**config.mk**
```make
export PLATFORM = sky130hd
export DESIGN_NAME = shift_add_multiplier_flat
export DESIGN_NICKNAME = d
export VERILOG_FILES = /design/src/rtl/shift_add_multiplier_pkg.sv /design/src/rtl/shift_add_multiplier_if.sv /design/src/rtl/shift_add_multiplier_adder.sv /design/src/rtl/shift_add_multiplier.sv /design/src/flat_wrapper.sv
export SDC_FILE = /design/constraint.sdc
export NUM_CORES = 1
export LEC_CHECK = 0
export CORE_MARGIN = 2
export CORE_UTILIZATION = 55
export CTS_BUF_LIST = sky130_fd_sc_hd__clkbuf_8 sky130_fd_sc_hd__clkbuf_16
export CTS_CLUSTER_SIZE = 8
export DETAILED_ROUTE_END_ITERATION = 8
export DONT_BUFFER_PORTS = 1
export GPL_ROUTABILITY_DRIVEN = 0
export HOLD_SLACK_MARGIN = 0.15
export PLACE_DENSITY = 0.75
export SLEW_MARGIN = 20
export SYNTH_ARGS = -nofsm -noshare
export SYNTH_HDL_FRONTEND = slang
export SYNTH_SLANG_ARGS = --single-unit
```
**constraint.sdc**
```tcl
create_clock -name clk -period 5.2 [get_ports clk]
set_input_delay 0.52 -clock clk [delete_from_list [all_inputs] [get_ports clk]]
set_output_delay 0.52 -clock clk [all_outputs]
set_load 0.02 [all_outputs]
```
**src/rtl/shift_add_multiplier_pkg.sv**
```systemverilog
// Shared types and constants for the shift-and-add multiplier: FSM encoding,
// default operand width and the iteration counter sizing helper.
package shift_add_multiplier_pkg;

  typedef enum logic [1:0] {
    IDLE = 2'b00,
    RUN  = 2'b01,
    DONE = 2'b10
  } state_t;

  localparam int DEFAULT_WIDTH = 4;

  // Counter must hold the value WIDTH itself, not just WIDTH-1.
  function automatic int count_width(input int width);
    return $clog2(width + 1);
  endfunction

endpackage

```
**src/rtl/shift_add_multiplier_if.sv**
```systemverilog
// Request/result bundle between the operand source and the multiplier,
// plus a debug view of the FSM state.
interface shift_add_multiplier_if
  import shift_add_multiplier_pkg::*;
#(
  parameter int WIDTH = DEFAULT_WIDTH
);

  // Handshake: start is accepted on a rising edge only while the multiplier
  // is IDLE or in its DONE cycle (busy=0); a and b are captured on that same
  // edge. done pulses for one cycle when product has just been updated.
  // start seen while busy=1 is dropped, not queued.
  logic                 start;
  logic [WIDTH-1:0]     a;
  logic [WIDTH-1:0]     b;
  logic                 busy;
  logic                 done;
  logic [2*WIDTH-1:0]   product;
  state_t               dbg_state;

  modport master (
    output start,
    output a,
    output b,
    input  busy,
    input  done,
    input  product,
    input  dbg_state
  );

  modport slave (
    input  start,
    input  a,
    input  b,
    output busy,
    output done,
    output product,
    output dbg_state
  );

endinterface

```
**src/rtl/shift_add_multiplier_adder.sv**
```systemverilog
// WIDTH-bit ripple-carry add stage: one full adder per bit, carry chained
// from bit 0 upward.
module shift_add_multiplier_adder #(
  parameter int WIDTH = 4
) (
  input  logic [WIDTH-1:0] op_a,
  input  logic [WIDTH-1:0] op_b,
  input  logic             cin,
  output logic [WIDTH-1:0] sum,
  output logic             cout
);

  logic [WIDTH:0] carry;

  assign carry[0] = cin;

  for (genvar i = 0; i < WIDTH; i++) begin : g_fa
    assign sum[i]     = op_a[i] ^ op_b[i] ^ carry[i];
    assign carry[i+1] = (op_a[i] & op_b[i]) | (carry[i] & (op_a[i] ^ op_b[i]));
  end

  assign cout = carry[WIDTH];

endmodule

```
**src/rtl/shift_add_multiplier.sv**
```systemverilog
// Sequential unsigned shift-and-add multiplier: one conditional add of the
// multiplicand plus one right shift of {C,ACC,Q} per clock.
module shift_add_multiplier
  import shift_add_multiplier_pkg::*;
#(
  parameter int WIDTH = DEFAULT_WIDTH
) (
  input  logic                  clk,
  input  logic                  rst,
  shift_add_multiplier_if.slave bus
);

  localparam int CW = count_width(WIDTH);

  state_t              state;
  state_t              state_next;
  logic                load;
  logic                step;

  logic [WIDTH-1:0]    m;
  logic [WIDTH-1:0]    q;
  logic [WIDTH-1:0]    acc;
  logic                c;
  logic [CW-1:0]       count;
  logic [2*WIDTH-1:0]  product_r;

  logic [WIDTH-1:0]    add_sum;
  logic                add_cout;
  logic [WIDTH-1:0]    pre_acc;
  logic                pre_c;
  logic [2*WIDTH:0]    shifted;
  logic                last_step;

  shift_add_multiplier_adder #(
    .WIDTH (WIDTH)
  ) u_adder (
    .op_a (acc),
    .op_b (m),
    .cin  (1'b0),
    .sum  (add_sum),
    .cout (add_cout)
  );

  // C is 0 between steps, so the no-add path is {0,ACC} as intended while
  // keeping the datapath a uniform {C,ACC,Q} register.
  always_comb begin
    pre_acc   = q[0] ? add_sum  : acc;
    pre_c     = q[0] ? add_cout : c;
    shifted   = {1'b0, pre_c, pre_acc, q[WIDTH-1:1]};
    last_step = (count == CW'(1));
  end

  always_ff @(posedge clk) begin
    if (rst) begin
      state <= IDLE;
    end else begin
      state <= state_next;
    end
  end

  always_comb begin
    state_next = state;
    load       = 1'b0;
    step       = 1'b0;
    unique case (state)
      IDLE: begin
        if (bus.start) begin
          load       = 1'b1;
          state_next = RUN;
        end
      end
      RUN: begin
        step = 1'b1;
        if (last_step) begin
          state_next = DONE;
        end
      end
      DONE: begin
        if (bus.start) begin
          load       = 1'b1;
          state_next = RUN;
        end else begin
          state_next = IDLE;
        end
      end
      default: state_next = IDLE;
    endcase
  end

  always_ff @(posedge clk) begin
    if (rst) begin
      m         <= '0;
      q         <= '0;
      acc       <= '0;
      c         <= 1'b0;
      count     <= '0;
      product_r <= '0;
    end else if (load) begin
      m     <= bus.a;
      q     <= bus.b;
      acc   <= '0;
      c     <= 1'b0;
      count <= CW'(WIDTH);
    end else if (step) begin
      c     <= shifted[2*WIDTH];
      acc   <= shifted[2*WIDTH-1:WIDTH];
      q     <= shifted[WIDTH-1:0];
      count <= count - CW'(1);
      if (last_step) begin
        product_r <= shifted[2*WIDTH-1:0];
      end
    end
  end

  assign bus.busy      = (state == RUN);
  assign bus.done      = (state == DONE);
  assign bus.product   = product_r;
  assign bus.dbg_state = state;

endmodule

```
**src/flat_wrapper.sv**
```systemverilog
// flat-port wrapper written by rule: the top's interface ports become plain ports
module shift_add_multiplier_flat import shift_add_multiplier_pkg::*;
#(
  parameter int WIDTH = DEFAULT_WIDTH
)
  (clk, rst, bus_start, bus_a, bus_b, bus_busy, bus_done, bus_product, bus_dbg_state);
  shift_add_multiplier_if #(.WIDTH(WIDTH)) bus_i ();
  input  logic clk;
  input  logic rst;
  input wire logic [$bits(bus_i.start)-1:0] bus_start;
  input wire logic [$bits(bus_i.a)-1:0] bus_a;
  input wire logic [$bits(bus_i.b)-1:0] bus_b;
  output wire logic [$bits(bus_i.busy)-1:0] bus_busy;
  output wire logic [$bits(bus_i.done)-1:0] bus_done;
  output wire logic [$bits(bus_i.product)-1:0] bus_product;
  output wire logic [$bits(bus_i.dbg_state)-1:0] bus_dbg_state;
  assign bus_i.start = bus_start;
  assign bus_i.a = bus_a;
  assign bus_i.b = bus_b;
  assign bus_busy = bus_i.busy;
  assign bus_done = bus_i.done;
  assign bus_product = bus_i.product;
  assign bus_dbg_state = bus_i.dbg_state;
  shift_add_multiplier #(.WIDTH(WIDTH)) u_core (.clk(clk), .rst(rst), .bus(bus_i));
endmodule
```
==> metrics.cfg, run 1 <==
[critical_path]
critPathKind=reg -> reg
slowest_stage=fa_1
crit_chain=ha_1 -> fa_1 -> fa_1 -> fa_1 -> mux2i_1 -> a211oi_1
crit_path_frequent_cell=fa_1
crit_family=adder cells
cp_slowest_stage_delay_ps=490
worstPathArrival_ps=2460
crit_buf_inv=0
crit_required_ps=5390
path_max_fanout=3
cp-end-kind=register
worstSetupStartpointType=register

[layout]
fin_util=0.592
nets=127
antenna_cells=0
drive_gt1_frac=0.0917
area.growth.synth_to_final_pct=3.41

[synth]
synthArstFlopShare=0
synthTopCellsByArea=dfxtp_1 46%, mux2i_1 6.4%, fa_1 5.5%
synth_edf_count=0
syn_area_per_cell_um2=9.73
synth-seq-cells=25
synth_nets=130
synth_cell_type_count=26
yosysSeqAreaShare=0.455
syn_area_um2=1100
synth_top_area_frac=0.455
synth_area_leader_cell=dfxtp_1
syn_inst=113
synth_most_common_cell=dfxtp_1
yosys-top-cells-count=25 x dfxtp_1, 12 x nor2_1, 9 x nand2_1
yosys_warnings=0
ys.flop_type=dfxtp_1

[drt]
first_pass_iters=4
wl_per_cell_um=14.7
postRouteAntennaNets=0
drtIter0Drc=8
wl_mm=2.00
drc_errors=0
vias=769
vias_per_cell=5.65

[timing]
rsz0062_at_grt=no
slew_headroom=0.572
worst_pin_slew_ps=640
final-max-slew-violation-count=0
setup_tns_ps=0
fin_crit_sh=0.437
timing.final.ws_setup_ps=2930
finalHoldViolations=0
period_minus_slack_ps=2270
fmax_ghz=0.440
setup_viol=0
timing.hold.ws_ps=287
clock-skew-final_ps=5.95

[clock_tree]
tritoncts=yes
root_buffer=clkbuf_8
postCtsSetupBuffers=0
clk_pin_slew_ps=90
clkSinkCount=25
clock_latency_ps=280
hold_buffers=0
clock_path_buffers=2
h-tree-depth=1
ctsResizeCount=0
cts_buffers=3

[global_routing]
grtUsageMet2=0.306
grt_pass1_wl_mm=3.52
antenna_found_initial=0
grtUsageTotal=0.193
globalRouteOverflowTotal=0
grt_pass1_vias=758
grt_max_degree=21
grt_use_met1=0.244
gr-max-usage-layer=met2
gr-usage-met3=0.0648

[floorplan]
placementRows=16
coreArea_um2=1920
boundaryPins=23
die_y_um=48.7
start_util=0.572
die_w_um=48.7
dieArea_um2=2370

[pwr]
power.total_uw=379
powerDensity_nw_per_um2=334
p_leak_nw=0.402
irDropWorstVdd_mv=0.227

[flow_run]
drv_cap=0

[placement]
post-place-ws_ps=2950
post-dp-hpwl_mm=1.46
port_buffers=0

[min_path]
hp-class=in -> reg

[run_status]
status=completed

-- worst reg2reg max path, delay by kind of cell (launching register included) --
family,cells,cell delay [ps]
fa+ha+maj,4,1490
mux,1,100
flops,1,340
compound gates,1,260
-- metal layers --
| layer | part of all wire | wire (um) |
|---|---|---|
| met5 | 0 | 0 |
| met4 | 0.013 | 25 |
| met3 | 0.055 | 110 |
| met2 | 0.49 | 968 |
| met1 | 0.45 | 890 |
-- cells by family after synthesis --
| kind of cell | share of synthesized area |
|---|---|
| flops | 0.455 |
| compound gates | 0.152 |
| fa+ha+maj | 0.0887 |
| simple gates | 0.166 |
| buf+inv | 0.0557 |
| xor+xnor | 0.00797 |
| mux | 0.0739 |
-- flip-flops by register name (all words and copies together), names as in the netlist --
register              count
u_core.bus.product        8
u_core.acc                4
u_core.m                  4
u_core.q                  4
u_core.count              3
u_core.bus.dbg_state      2
-- where the power goes --
group	switching (mW)	internal [mW]	leakage, nW
Clock	0.0671	0.0563	0.0261
Sequential	0.0132	0.202	0.204
Combinational	0.0236	0.0171	0.172
Total	0.104	0.276	0.402
-- final cells by class --
cell class	instances	area, um^2
inverter	4	15.0
sequential	25	500
multi-input combinational	76	538
fill	175	785
clock inverter	1	8.76
clock buffer	3	41.3
tap	27	33.8
-- worst paths after layout --
kind / from / to / slack (ps) / cells after the start
max: u_core.acc[0] / u_core.acc[2] / 2930 / 6
min: rst / u_core.bus.product[5] / 290 / 1
max reg2reg: u_core.acc[0] / u_core.acc[2] / 2930 / 6
min reg2reg: u_core.m[0] / u_core.m[0] / 460 / 2
-- cells in the final DEF (no fill, tap or decap), drive strengths merged --
cell type  count
inv            5
ha             3
xnor2          1
nand3b         1
nor2b          3
a311oi         1
o22ai          3
a21oi          7
fa             3
o21ai          2
clkbuf         3
and4bb         1
a211oi        10
nand2b         4
nand2          9
nand3          2
dfxtp         25
mux2           1
mux2i          7
nor2          12
nor3           6
-- per-stage QoR --
stage	area, um^2	cells
global route	1140	136
detailed placement	1090	132
floorplan	1100	113
CTS	1140	136
global placement	1090	132
finish	1140	136
(Power assumes the default switching activity.)
==> inputs of run 2 (changes only) <==
==> constraint.sdc (replaced) <==
create_clock -name clk -period 2.3 [get_ports clk]
set_input_delay 0.23 -clock clk [delete_from_list [all_inputs] [get_ports clk]]
set_output_delay 0.23 -clock clk [all_outputs]
set_load 0.02 [all_outputs]
==> metrics.cfg, run 2 (synthesis results as in run 1) <==
[clock_tree]
root_buffer=clkbuf_8
h-tree-depth=1
postCtsSetupBuffers=0
tritoncts=yes
clock_path_buffers=2
cts_buffers=3
clock_latency_ps=260
clk_pin_slew_ps=80
clkSinkCount=25

[critical_path]
cp-end-kind=register
crit_chain=ha_1 -> fa_1 -> fa_1 -> fa_1 -> mux2i_2 -> a211oi_2
worstSetupStartpointType=register
cp_slowest_stage_delay_ps=450
slowest_stage=fa_1
worstPathArrival_ps=2350
crit_path_frequent_cell=fa_1
crit_required_ps=2420
path_max_fanout=3
critPathKind=reg -> reg

[floorplan]
die_y_um=48.7
start_util=0.572
die_w_um=48.7
coreArea_um2=1920
placementRows=16
dieArea_um2=2370
boundaryPins=23

[timing]
fmax_ghz=0.448
finalHoldViolations=0
setup_tns_ps=0
fin_crit_sh=0.971
slew_headroom=0.464
rsz0062_at_grt=no
timing.hold.ws_ps=167
clock-skew-final_ps=1.27
worst_pin_slew_ps=802
setup_viol=0
period_minus_slack_ps=2230
final-max-slew-violation-count=0

[drt]
postRouteAntennaNets=0
drc_errors=0
first_pass_iters=4
vias_per_cell=5.59
wl_mm=2.07
vias=788
wl_per_cell_um=14.7
drtIter0Drc=13

[placement]
port_buffers=0
post-dp-hpwl_mm=1.47
dp.cells=132

[layout]
final_common_cell=dfxtp_1
drive_gt1_frac=0.0877
instances_no_fill=141
nets=132
antenna_cells=0
filler_cell_count=173
area.growth.synth_to_final_pct=7.85
largest_reg_flops=8
layout_common_cells=25 x dfxtp_1, 12 x nor2_1, 9 x nand2_1

[min_path]
hp-class=in -> reg

[global_routing]
grt_pass1_vias=832
grt_max_degree=20
antenna_found_initial=0
grt_pass1_wl_mm=3.76
grtUsageTotal=0.203
globalRouteOverflowTotal=0

[run_status]
status=completed

[pwr]
p_leak_nw=0.423
powerDensity_nw_per_um2=708
irDropWorstVdd_mv=0.491

[flow_run]
drv_cap=0

run 2: final cells by class:
cell class,instances,area (um^2),share of cell area
Clock inverter,1,3.75,0.00316
Clock buffer,3,41.3,0.0348
Timing Repair Buffer,5,50.0,0.0422
Sequential cell,25,500,0.422
Inverter,4,15.0,0.0127
Tap cell,27,33.8,0.0285
Multi-Input combinational cell,76,542,0.457
run 2: metal layers:
| metal | wire [um] | track usage | up-vias |
|---|---|---|---|
| met1 | 910 | 0.260 | 377 |
| li1 | - | - | 391 |
| met4 | 36 | 0.0905 | 0 |
| met5 | 0 | 0 | - |
| met3 | 72 | 0.0340 | 4 |
| met2 | 1050 | 0.338 | 16 |
run 2: per-stage QoR:
| step | power (mW) | setup slack [ps] | util | area [um^2] |
|---|---|---|---|---|
| global route | 0.882 | 0.0673 | 0.617 | 1190 |
| finish | 0.840 | 67.7 | 0.617 | 1190 |
| detailed placement | 0.590 | 84.0 | 0.566 | 1090 |
| global placement | 0.585 | 146 | 0.566 | 1090 |
| CTS | 0.846 | 65.7 | 0.615 | 1180 |
| floorplan | 0.577 | 186 | - | 1100 |
run 2: critical path, delay by kind of cell, from the launching register on:
kind	cells	cell delay [ps]
fa+ha+maj	4	1440
mux	1	210
compound gates	1	100
flops	1	330
run 2: repair_timing:
item | CTS | global route
gates resized for setup | 0 | 1
hold buffers | 5 | 0
hold endpoints to repair | 19 | 0
setup endpoints to repair | 0 | 2
run 2: worst paths after layout:
| check | startpoint | endpoint | slack, ps | cells after the start |
|---|---|---|---|---|
| max | u_core.acc[0] | u_core.bus.product[6] | 70 | 6 |
| min | bus_b[2] | u_core.q[2] | 170 | 2 |
| max reg2reg | u_core.acc[0] | u_core.bus.product[6] | 70 | 6 |
| min reg2reg | u_core.m[0] | u_core.m[0] | 480 | 2 |
run 2: where the power goes:
part	internal (mW)	total (mW)	switching [mW]
Clock	0.119	0.248	0.129
Sequential	0.457	0.486	0.0296
Combinational	0.0450	0.106	0.0607
==> inputs of run 3 (changes only) <==
--- a/config.mk
+++ b/config.mk
@@ -5,6 +5,7 @@
 export SDC_FILE = /design/constraint.sdc
 export NUM_CORES = 1
 export LEC_CHECK = 0
+export CAP_MARGIN = 10
 export CORE_MARGIN = 2
 export CORE_UTILIZATION = 55
 export CTS_BUF_LIST = sky130_fd_sc_hd__clkbuf_8 sky130_fd_sc_hd__clkbuf_16
@@ -12,7 +13,6 @@
 export DETAILED_ROUTE_END_ITERATION = 8
 export DONT_BUFFER_PORTS = 1
 export GPL_ROUTABILITY_DRIVEN = 0
-export HOLD_SLACK_MARGIN = 0.15
 export PLACE_DENSITY = 0.75
 export SLEW_MARGIN = 20
 export SYNTH_ARGS = -nofsm -noshare
==> metrics.cfg, run 3 (synthesis results as in run 1) <==
[global_routing]
antenna_found_initial=0
globalRouteOverflowTotal=0
grtUsageTotal=0.197
grt_max_degree=21
grt_pass1_wl_mm=3.64
grt_pass1_vias=790

[placement]
post-place-ws_ps=84.0
dp.cells=132
port_buffers=0
post-dp-hpwl_mm=1.47

[floorplan]
placementRows=16
die_y_um=48.7
coreArea_um2=1920
start_util=0.572
boundaryPins=23
dieArea_um2=2370
die_w_um=48.7

[drt]
drc_errors=0
first_pass_iters=4
vias_per_cell=5.68
wl_mm=2.01
postRouteAntennaNets=0
drtIter0Drc=14
wl_met1_um=883
top_layer=met4
vias=773
wl_met2_um=993
wl_per_cell_um=14.8
route.met3.wl_um=95

[clock_tree]
clock_path_buffers=2
h-tree-depth=1
cts_buffers=3
clock_latency_ps=260
tritoncts=yes
clkSinkCount=25
root_buffer=clkbuf_8
clk_pin_slew_ps=80

[pwr]
combPwrFrac=0.113
power.switching_uw=213
power.total_uw=829
clkPwrFrac=0.300
intPower_uw=616
p_sw_frac=0.257
p_leak_nw=0.403
p_seq_frac=0.587
irDropWorstVdd_mv=0.489
powerDensity_nw_per_um2=729

[layout]
regArea_um2=500
instances_no_fill=136
layout_common_cells=25 x dfxtp_1, 12 x nor2_1, 9 x nand2_1
area.growth.synth_to_final_pct=3.30
drive_gt1_frac=0.0917
filler_cell_count=178
antenna_cells=0
largest_reg_flops=8
multi_input_area_um2=542
nets=127
final_common_cell=dfxtp_1

[timing]
final-max-slew-violation-count=0
period_minus_slack_ps=2220
setup_tns_ps=0
timing.hold.ws_ps=18.6
timing.final.ws_setup_ps=77.9
setup_viol=0
clock-skew-final_ps=1.12
rsz0062_at_grt=no
worst_pin_slew_ps=665
fmax_ghz=0.450
slew_headroom=0.556
fin_crit_sh=0.966
finalHoldViolations=0

[critical_path]
path_max_fanout=3
crit_required_ps=2430
worstPathArrival_ps=2350
cp-end-kind=register
critPathKind=reg -> reg
worstSetupStartpointType=register

[flow_run]
drv_cap=0

[min_path]
hp-class=in -> reg

[run_status]
status=completed

==> run 3: area by class of cell <==
| cell class | instances | area share |
|---|---|---|
| inverter | 4 | 0.0132 |
| tap | 27 | 0.0297 |
| sequential | 25 | 0.441 |
| clock inverter | 1 | 0.00330 |
| multi-input combinational | 76 | 0.477 |
| clock buffer | 3 | 0.0363 |
==> run 3: critical path, stage by stage (launching register included) <==
cell	delay, ps
dfxtp_1	330
ha_1	210
fa_1	390
fa_1	390
fa_1	450
mux2i_2	210
a211oi_2	100
==> run 3: worst paths after layout <==
check	start	endpoint	slack, ps	cells after the start
max	u_core.acc[0]	u_core.bus.product[6]	80	6
min	rst	u_core.bus.product[3]	20	1
max reg2reg	u_core.acc[0]	u_core.bus.product[6]	80	6
min reg2reg	u_core.m[0]	u_core.m[0]	470	2
==> run 3: stage by stage <==
step                      utilization  cell area (um^2)
final                           0.591              1140
after global placement          0.566              1090
after CTS                       0.589              1130
after detailed placement        0.566              1090
after floorplan                     -              1100
after global routing            0.591              1140
==> run 3: power by group through the flow <==
| stage | sequential (mW) | clock, mW | combinational (mW) |
|---|---|---|---|
| floorplan | 0.487 | 0 | 0.0906 |
| global placement | 0.496 | 0 | 0.0887 |
| detailed placement | 0.497 | 0 | 0.0930 |
| CTS | 0.487 | 0.253 | 0.0934 |
| global route | 0.491 | 0.270 | 0.108 |
| finish | 0.486 | 0.249 | 0.0937 |
==> run 3: repair_timing <==
action,CTS,global route
buffers inserted,0,0
gates resized for setup,0,1
hold endpoints to repair,0,0
hold buffers,0,0
endpoints found under the setup margin,0,2
==> run 3: per-layer routing <==
layer	GRT usage	up-vias
met2	0.313	18
met3	0.0370	4
met5	0	-
met4	0.0905	0
li1	-	383
met1	0.260	368
